### src/rtl/subleq_pkg.sv
// subleq_pkg: shared types and constants for the SUBLEQ sequencer.
//   state_e          FSM states of subleq_ctrl
//   WORD_W/ADDR_W    data word width / physical memory address width
//   INSTR_STRIDE     words per instruction (A, B, C)
//   HALT_TARGET_DEF  default branch target that halts the machine
//   pc_out_of_range  true when a 3-word fetch at p would run past the memory
`timescale 1ns/1ps
package subleq_pkg;

    localparam int WORD_W       = 64;
    localparam int ADDR_W       = 10;
    localparam int INSTR_STRIDE = 3;

    localparam logic [WORD_W-1:0] HALT_TARGET_DEF = '1;

    typedef enum logic [2:0] {
        IDLE,
        FETCH,
        DECODE,
        READ,
        LOAD,
        WRITE,
        HALTED
    } state_e;

    // Widened by one bit so a PC near 2^64 cannot wrap past the check.
    function automatic logic pc_out_of_range(input logic [WORD_W-1:0] p, input int depth);
        return ({1'b0, p} + 65'd2) >= 65'(depth);
    endfunction

endpackage

### src/rtl/subleq_branch_unit.sv
// subleq_branch_unit: combinational SUBLEQ arithmetic and branch decision.
//   mem_a, mem_b  operands; diff = mem_b - mem_a (two's-complement wrap)
//   c, pc         branch target and current instruction address
//   taken         diff <= 0 (signed)
//   next_pc       taken ? c : pc + 3
//   halt_req      taken branch to HALT_TARGET
`timescale 1ns/1ps
module subleq_branch_unit
    import subleq_pkg::*;
#(
    parameter logic [WORD_W-1:0] HALT_TARGET = HALT_TARGET_DEF
) (
    input  logic [WORD_W-1:0] mem_a,
    input  logic [WORD_W-1:0] mem_b,
    input  logic [WORD_W-1:0] c,
    input  logic [WORD_W-1:0] pc,
    output logic [WORD_W-1:0] diff,
    output logic              taken,
    output logic [WORD_W-1:0] next_pc,
    output logic              halt_req
);

    assign diff     = mem_b - mem_a;
    assign taken    = ($signed(diff) <= 0);
    assign next_pc  = taken ? c : pc + WORD_W'(INSTR_STRIDE);
    assign halt_req = taken && (c == HALT_TARGET);

endmodule

### src/rtl/subleq_ctrl.sv
// subleq_ctrl: SUBLEQ instruction sequencer. Owns the architectural PC and the
// instruction counter, and drives the unified memory through a fixed 5-cycle
// FETCH/DECODE/READ/LOAD/WRITE loop.
//   clk, rst                  clock, async active-high reset
//   start                     begin execution at START_PC (from IDLE/HALTED)
//   data_out_a/b/c            fetched instruction words A, B, C
//   data_out_mem_a/b          mem[addr_a], mem[addr_b]
//   pc, addr_a, addr_b        memory addresses
//   data_in                   write data mem[B] - mem[A]
//   read_en_abc/a/b, write_en_b  memory strobes (Moore decodes of state)
//   busy, halted, pc_error    status
//   instr_count               instructions completed since last start
`timescale 1ns/1ps
module subleq_ctrl
    import subleq_pkg::*;
#(
    parameter logic [WORD_W-1:0] START_PC    = '0,
    parameter int                MEM_DEPTH   = 1024,
    parameter logic [WORD_W-1:0] HALT_TARGET = HALT_TARGET_DEF
) (
    input  logic              clk,
    input  logic              rst,
    input  logic              start,
    input  logic [WORD_W-1:0] data_out_a,
    input  logic [WORD_W-1:0] data_out_b,
    input  logic [WORD_W-1:0] data_out_c,
    input  logic [WORD_W-1:0] data_out_mem_a,
    input  logic [WORD_W-1:0] data_out_mem_b,
    output logic [WORD_W-1:0] pc,
    output logic [WORD_W-1:0] addr_a,
    output logic [WORD_W-1:0] addr_b,
    output logic [WORD_W-1:0] data_in,
    output logic              read_en_abc,
    output logic              read_en_a,
    output logic              read_en_b,
    output logic              write_en_b,
    output logic              busy,
    output logic              halted,
    output logic              pc_error,
    output logic [31:0]       instr_count
);

    state_e            state_q, state_d;
    logic [WORD_W-1:0] pc_q, pc_d;
    logic [WORD_W-1:0] addr_a_q, addr_a_d;
    logic [WORD_W-1:0] addr_b_q, addr_b_d;
    logic [WORD_W-1:0] c_q, c_d;
    logic [WORD_W-1:0] data_in_q, data_in_d;
    logic              pc_error_q, pc_error_d;
    logic [31:0]       count_q, count_d;

    logic [WORD_W-1:0] op_a, op_b;
    logic [WORD_W-1:0] bu_diff, bu_next_pc;
    logic              bu_taken, bu_halt_req;

    // One branch unit serves both LOAD and WRITE. In LOAD it subtracts the
    // memory operands; in WRITE it is fed (0, data_in_q) so diff equals the
    // registered result and taken/next_pc are derived from what was written.
    assign op_a = (state_q == LOAD) ? data_out_mem_a : '0;
    assign op_b = (state_q == LOAD) ? data_out_mem_b : data_in_q;

    subleq_branch_unit #(
        .HALT_TARGET (HALT_TARGET)
    ) u_branch (
        .mem_a    (op_a),
        .mem_b    (op_b),
        .c        (c_q),
        .pc       (pc_q),
        .diff     (bu_diff),
        .taken    (bu_taken),
        .next_pc  (bu_next_pc),
        .halt_req (bu_halt_req)
    );

    always_ff @(posedge clk or posedge rst) begin
        if (rst) begin
            state_q    <= IDLE;
            pc_q       <= START_PC;
            addr_a_q   <= '0;
            addr_b_q   <= '0;
            c_q        <= '0;
            data_in_q  <= '0;
            pc_error_q <= 1'b0;
            count_q    <= '0;
        end else begin
            state_q    <= state_d;
            pc_q       <= pc_d;
            addr_a_q   <= addr_a_d;
            addr_b_q   <= addr_b_d;
            c_q        <= c_d;
            data_in_q  <= data_in_d;
            pc_error_q <= pc_error_d;
            count_q    <= count_d;
        end
    end

    always_comb begin
        state_d    = state_q;
        pc_d       = pc_q;
        addr_a_d   = addr_a_q;
        addr_b_d   = addr_b_q;
        c_d        = c_q;
        data_in_d  = data_in_q;
        pc_error_d = pc_error_q;
        count_d    = count_q;
        case (state_q)
            IDLE, HALTED: begin
                if (start) begin
                    pc_d    = START_PC;
                    count_d = '0;
                    if (pc_out_of_range(START_PC, MEM_DEPTH)) begin
                        pc_error_d = 1'b1;
                        state_d    = HALTED;
                    end else begin
                        pc_error_d = 1'b0;
                        state_d    = FETCH;
                    end
                end
            end
            FETCH:  state_d = DECODE;
            DECODE: begin
                addr_a_d = data_out_a;
                addr_b_d = data_out_b;
                c_d      = data_out_c;
                state_d  = READ;
            end
            READ:   state_d = LOAD;
            LOAD: begin
                data_in_d = bu_diff;
                state_d   = WRITE;
            end
            WRITE: begin
                count_d = count_q + 32'd1;
                if (bu_halt_req) begin
                    state_d = HALTED;
                end else if (pc_out_of_range(bu_next_pc, MEM_DEPTH)) begin
                    pc_error_d = 1'b1;
                    pc_d       = bu_next_pc;
                    state_d    = HALTED;
                end else begin
                    pc_d    = bu_next_pc;
                    state_d = FETCH;
                end
            end
            default: state_d = IDLE;
        endcase
    end

    // Strobes decode straight from state_q, so an async reset drops them at once.
    assign read_en_abc = (state_q == FETCH);
    assign read_en_a   = (state_q == READ);
    assign read_en_b   = (state_q == READ);
    assign write_en_b  = (state_q == WRITE);
    assign busy        = (state_q == FETCH) || (state_q == DECODE) || (state_q == READ) ||
                         (state_q == LOAD)  || (state_q == WRITE);
    assign halted      = (state_q == HALTED);

    assign pc          = pc_q;
    assign addr_a      = addr_a_q;
    assign addr_b      = addr_b_q;
    assign data_in     = data_in_q;
    assign pc_error    = pc_error_q;
    assign instr_count = count_q;

endmodule

### config.mk
export PLATFORM = sky130hd
export DESIGN_NAME = subleq_ctrl
export DESIGN_NICKNAME = d
export VERILOG_FILES = /design/src/rtl/subleq_pkg.sv /design/src/rtl/subleq_branch_unit.sv /design/src/rtl/subleq_ctrl.sv
export SDC_FILE = /design/constraint.sdc
export NUM_CORES = 1
export LEC_CHECK = 0
export ABC_CLOCK_PERIOD_IN_PS = 22500
export CAP_MARGIN = 20
export CORE_ASPECT_RATIO = 0.5
export CORE_MARGIN = 2
export CORE_UTILIZATION = 35
export DETAILED_ROUTE_END_ITERATION = 10
export GPL_TIMING_DRIVEN = 0
export SLEW_MARGIN = 20
export SYNTH_ARGS = -nofsm -noshare
export SYNTH_HDL_FRONTEND = slang
export SYNTH_SLANG_ARGS = --single-unit
### constraint.sdc
create_clock -name clk -period 22.5 [get_ports clk]
set_clock_uncertainty 0.1 [all_clocks]
set_input_delay 4.5 -clock clk [delete_from_list [all_inputs] [get_ports clk]]
set_output_delay 4.5 -clock clk [all_outputs]
set_load 0.03 [all_outputs]
==> flow_metrics.py, run 1 <==
metrics = {
    "outcome": {
        "outcome": "finished clean",
    },
    "synth": {
        "synthCells": 2995,
        "synthTopCellsByCount": "nand2_1, dfrtp_1, o21ai_0",
        "synth_top_flop_cell": "dfrtp_1",
        "yosys_warnings": 0,
        "synth_most_common_cell": "nand2_1",
        "synth_area_leaders": "dfrtp_1, mux2_2, nand2_1",
        "yosysTopAreaCell": "dfrtp_1",
        "syn_area_um2": 25200,
        "synth_cell_types": 98,
        "synth_edf_count": 0,
        "ys_ff_latch": 356,
        "async_reset_ff_share_pct": 100,
        "syn_area_per_cell_um2": 8.40,
        "synth_top_area_share_pct": 35.4,
        "synth_nets": 3385,
        "synth_seq_area_share_pct": 35.4,
    },
    "floorplan": {
        "coreArea_um2": 71100,
        "initial_utilization_pct": 35.4,
        "die_area_um2": 74200,
        "pin_count": 618,
        "die_width_um": 383,
        "die_y_um": 194,
        "rows": 69,
    },
    "grt": {
        "grt_pass1_vias": 25100,
        "grt-busiest-layer": "met2",
        "grt_antenna_before_repair": 12,
        "grt_max_degree": 94,
        "grt_pass1_wl_mm": 171,
        "grt_use_met2_pct": 47.2,
        "grtUsageTotal_pct": 30.7,
        "grt.met3_usage_pct": 6.09,
        "met1_usage_pct": 43.6,
        "grt_overflow_total": 0,
    },
    "placed_design": {
        "hpwl_mm": 94.9,
        "io_buffers": 617,
        "dpl.cell_count": 4574,
        "globalplace.congestion": 0.948,
    },
    "worst_setup_path": {
        "end_kind": "flop",
        "crit_fanout": 10,
        "crit_slowest_cell": "a21oi_1",
        "timing.critical_path.max_delay_family": "simple AND/OR/NAND/NOR gates",
        "ff2ff_path_depth": 41,
        "cp-start-kind": "primary input",
        "cp_num_buf_inv": 8,
        "crit_type": "primary input to flop",
        "slowest_delay_ns": 0.79,
        "cp_data_required_time_ns": 22.85,
        "arrival_ns": 16.40,
        "cp_num_cells": 37,
    },
    "layout": {
        "fin_cells": 4646,
        "syn2layout_area_growth_pct": 34.8,
        "drive_gt1_share_pct": 10.0,
        "nets": 4046,
        "fillers": 6988,
    },
    "timing": {
        "final.min_clock_period_ns": 16.05,
        "finalSetupViolations": 0,
        "finalCritPeriodShare_pct": 71.3,
        "rsz0062_at_grt": "no",
        "max_slew_margin_pct": 24.6,
        "tightest_slew_ns": 1.12,
        "fmax_ghz": 0.0623,
        "slew_violations": 0,
        "final.setup.tns_ns": 0,
        "hold_viol": 0,
    },
    "detailed_routing": {
        "vias": 26300,
        "avgRoutedWirePerCell_um": 25.3,
        "ant_nets": 0,
        "drc_errors": 0,
        "drt_iter0_drc": 2554,
        "avgViaCountPerCell": 5.66,
        "drtPass1Iterations": 8,
        "wl_mm": 117,
    },
    "clock_network": {
        "cts_setup_buffers": 0,
        "htreeDepth": 2,
        "path_clk_slew_ns": 0.06,
        "cts_buffers": 38,
        "cts_tree": "done",
        "clockRootBuffer": "clkbuf_16",
        "clockBufferDepth": 3,
        "ctsResizeCount": 0,
        "postCtsHoldBufs": 0,
        "clkLatencyLatePin_ns": 0.59,
        "clock_sinks": 356,
    },
    "run": {
        "drv_cap": 0,
    },
    "worst_hold_path": {
        "min_path_cells": 2,
        "min_path_type": "flop to flop",
    },
}
[routing by layer]
metal,wire [um],up-vias,share of wire (%)
met5,73,-,0.062
met4,3280,12,2.8
met3,8530,171,7.3
met2,52400,980,45
met1,53100,13000,45
li1,-,12100,-
[worst min-delay path: stages (launching register included)]
cell and delay (ns):
dfrtp_1 0.34, nand2_1 0.07, nand2_1 0.05
[cell type report]
class                           instances  area (um^2)  area share (%)
Buffer                                172          759            2.24
Clock inverter                         19          219           0.646
Timing Repair Buffer                  621         6290            18.5
Antenna cell                            6         15.0          0.0443
Sequential cell                       356         8910            26.3
Clock buffer                           47         1030            3.05
Tap cell                              958         1200            3.53
Inverter                               40          158           0.465
Multi-Input combinational cell       2427        15300            45.2
[worst paths after layout]
| path | slack [ns] | to | startpoint |
|---|---|---|---|
| max reg2reg | 8.47 | state_q[0]$_DFFE_PP0P_ | state_q[1]$_DFFE_PP0P_ |
| min in group asynchronous | 4.20 | data_in[28]$_DFFE_PP0N_ | rst |
| max in group asynchronous | 16.90 | addr_a[12]$_DFFE_PP0P_ | rst |
| max | 6.45 | state_q[0]$_DFFE_PP0P_ | data_out_mem_b[0] |
| min reg2reg | 0.39 | data_in[56]$_DFFE_PP0N_ | data_in[56]$_DFFE_PP0N_ |
| min | 0.39 | data_in[56]$_DFFE_PP0N_ | data_in[56]$_DFFE_PP0N_ |
[state kept, by name, summed over array words and instances (netlist names)]
name / cells
c_q: 64
addr_b: 64
data_in: 64
instr_count: 32
pc: 64
pc_error: 1
addr_a: 64
state_q: 3
[cells in the final DEF, fill, tap and decap left out, drive strengths merged, types with 43 or more instances in the layout]
master and instances:
nand3 114, and3 55, nand2 585, ha 66, dfrtp 356, clkdlybuf4s50 617, mux2 206, clkbuf 161
xnor2 91, nand4 87, mux2i 73, xor2 57, nor2 209, buf 62, a21oi 152, nor3 63
inv 43, o21ai 252
[cells by family (layout without fill, tap and decap cells)]
| kind of cell | after synthesis | count (layout) | synth area share, % |
|---|---|---|---|
| flip-flops | 356 | 356 | 35.4 |
| buffers and inverters | 212 | 899 | 3.62 |
| adder cells (fa/ha/maj) | 67 | 67 | 3.36 |
| other | 0 | 6 | 0 |
| multiplexers | 279 | 279 | 12.2 |
| XOR/XNOR | 148 | 148 | 5.23 |
| AO/OA/AOI/OAI | 656 | 656 | 16.3 |
| AND/OR/NAND/NOR | 1277 | 1277 | 23.9 |
[through the flow]
step	area (um^2)	worst slack [ns]	hold WS, ns	util (%)
2_1_floorplan	25200	8.02	0.391	-
3_3_place_gp	32500	2.48	0.373	45.8
3_5_place_dp	32600	6.27	0.379	45.9
4_1_cts	33900	6.87	0.394	47.7
5_1_grt	33900	5.80	0.415	47.7
6_report	33900	6.45	0.393	47.7
Power of run 1 is left out: the tool's default activity adds up to more than one toggle a clock period on the data nets, which glitch-free logic cannot reach.
==> inputs of run 2 (changes only) <==
- ABC_CLOCK_PERIOD_IN_PS: 22500 -> 14900
- clock period: 22.5 -> 14.9 ns (I/O delays scaled with it)
==> run 2 against run 1 <==
Compared with the run above: critical path depth unchanged; highest routed layer unchanged; via count decreased by 0.16%; critical path type unchanged; count of clock-buffer cells in the layout did not move; register-to-register slack worse by 7.5 ns; global-route usage unchanged; non-clock buffer count unchanged; final area hardly changed; final cell count unchanged; worst hold slack is essentially flat.
==> flow_metrics.py, run 2 (same netlist as run 1, synthesis figures left out) <==
metrics = {
    "placed_design": {
        "place_area_um2": 32600,
        "io_buffers": 617,
        "globalplace.congestion": 0.948,
        "hpwl_mm": 94.9,
        "dpl.cell_count": 4574,
    },
    "worst_setup_path": {
        "end_kind": "flop",
        "arrival_ns": 14.56,
        "crit_type": "primary input to flop",
        "timing.critical_path.max_delay_family": "simple AND/OR/NAND/NOR gates",
        "cp-start-kind": "primary input",
        "slowest_delay_ns": 0.72,
        "cp_data_required_time_ns": 15.31,
        "crit_slowest_cell": "a211oi_1",
        "crit_fanout": 10,
        "cp_num_buf_inv": 8,
    },
    "clock_network": {
        "clockBufferDepth": 3,
        "clock_sinks": 356,
        "clockRootBuffer": "clkbuf_16",
        "clkLatencyLatePin_ns": 0.59,
        "path_clk_slew_ns": 0.06,
        "cts_setup_buffers": 0,
        "cts_tree": "done",
        "ctsResizeCount": 0,
        "cts_buffers": 38,
        "postCtsHoldBufs": 0,
        "htreeDepth": 2,
    },
    "layout": {
        "final_area_um2": 33900,
        "layout_common_cells": "clkdlybuf4s50_1, nand2_1, dfrtp_1",
        "fin_cells": 4646,
        "final_common_cell": "clkdlybuf4s50_1",
        "fillers": 6986,
        "nets": 4046,
        "drive_gt1_share_pct": 10.0,
        "syn2layout_area_growth_pct": 34.8,
    },
    "grt": {
        "grt_pass1_wl_mm": 171,
        "grt_antenna_before_repair": 12,
        "grtUsageTotal_pct": 30.7,
        "grt_overflow_total": 0,
        "grt_pass1_vias": 25100,
        "grt_max_degree": 94,
    },
    "detailed_routing": {
        "avgViaCountPerCell": 5.65,
        "drt_iter0_drc": 2447,
        "vias": 26200,
        "wl_mm": 117,
        "drc_errors": 0,
        "ant_nets": 0,
        "drtPass1Iterations": 8,
        "avgRoutedWirePerCell_um": 25.3,
    },
    "timing": {
        "hold_ws_ns": 0.393,
        "max_slew_margin_pct": 22.7,
        "tightest_slew_ns": 1.14,
        "rsz0062_at_grt": "no",
        "final.min_clock_period_ns": 14.15,
        "hold_viol": 0,
        "fmax_ghz": 0.0707,
        "finalCritPeriodShare_pct": 95.0,
        "slew_violations": 0,
        "finalSetupViolations": 0,
    },
    "run": {
        "drv_cap": 0,
    },
    "floorplan": {
        "die_y_um": 194,
        "initial_utilization_pct": 35.4,
        "die_width_um": 383,
        "rows": 69,
        "coreArea_um2": 71100,
        "pin_count": 618,
        "die_area_um2": 74200,
    },
    "outcome": {
        "outcome": "finished clean",
    },
    "worst_hold_path": {
        "min_path_type": "flop to flop",
    },
}
[run 2: path summary, 6_finish.rpt]
kind                                               from                           to  slack [ns]  cells past startpoint
worst max-delay path                  data_out_mem_b[0]       state_q[0]$_DFFE_PP0P_        0.75                     37
worst min-delay path            data_in[56]$_DFFE_PP0N_      data_in[56]$_DFFE_PP0N_        0.39                      2
worst max register to register   state_q[1]$_DFFE_PP0P_       state_q[0]$_DFFE_PP0P_        0.95                     41
worst min register to register  data_in[56]$_DFFE_PP0N_      data_in[56]$_DFFE_PP0N_        0.39                      2
max in group asynchronous                           rst       addr_a[12]$_DFFE_PP0P_       10.83                      4
min in group asynchronous                           rst  instr_count[31]$_DFFE_PP0P_        2.68                      2
[run 2: tightest hold or removal path: cells and delay by family, from the launching register on]
kind | cells | cell delay [ns]
flops | 1 | 0.34
simple gates | 2 | 0.12
[run 2: per-stage QoR]
stage          setup slack, ns  util (%)  setup TNS (ns)
3_5_place_dp             0.194      45.9               0
5_1_grt                 0.0638      47.7               0
6_report                 0.752      47.7               0
3_3_place_gp             -3.60      45.8        -1258.46
4_1_cts                  0.793      47.7               0
2_1_floorplan             1.94         -               0
[run 2: final cells by class]
cell class / instances / area (um^2) / share of cell area [%]
Antenna cell: 6 / 15.0 / 0.0443
Buffer: 172 / 759 / 2.24
Clock buffer: 47 / 1030 / 3.05
Clock inverter: 19 / 219 / 0.646
Inverter: 40 / 158 / 0.465
Multi-Input combinational cell: 2427 / 15300 / 45.2
Sequential cell: 356 / 8910 / 26.3
Tap cell: 958 / 1200 / 3.53
Timing Repair Buffer: 621 / 6290 / 18.5
[run 2: layer usage]
metal,GRT usage [%],part of all wire (%),routed length [um],up-vias
li1,-,-,-,12100
met1,43.6,45,53300,13000
met2,47.2,45,52500,924
met3,6.09,7.0,8180,167
met4,8.47,2.8,3270,12
met5,0,0.062,73,-
Power of run 2 is left out for the same reason.
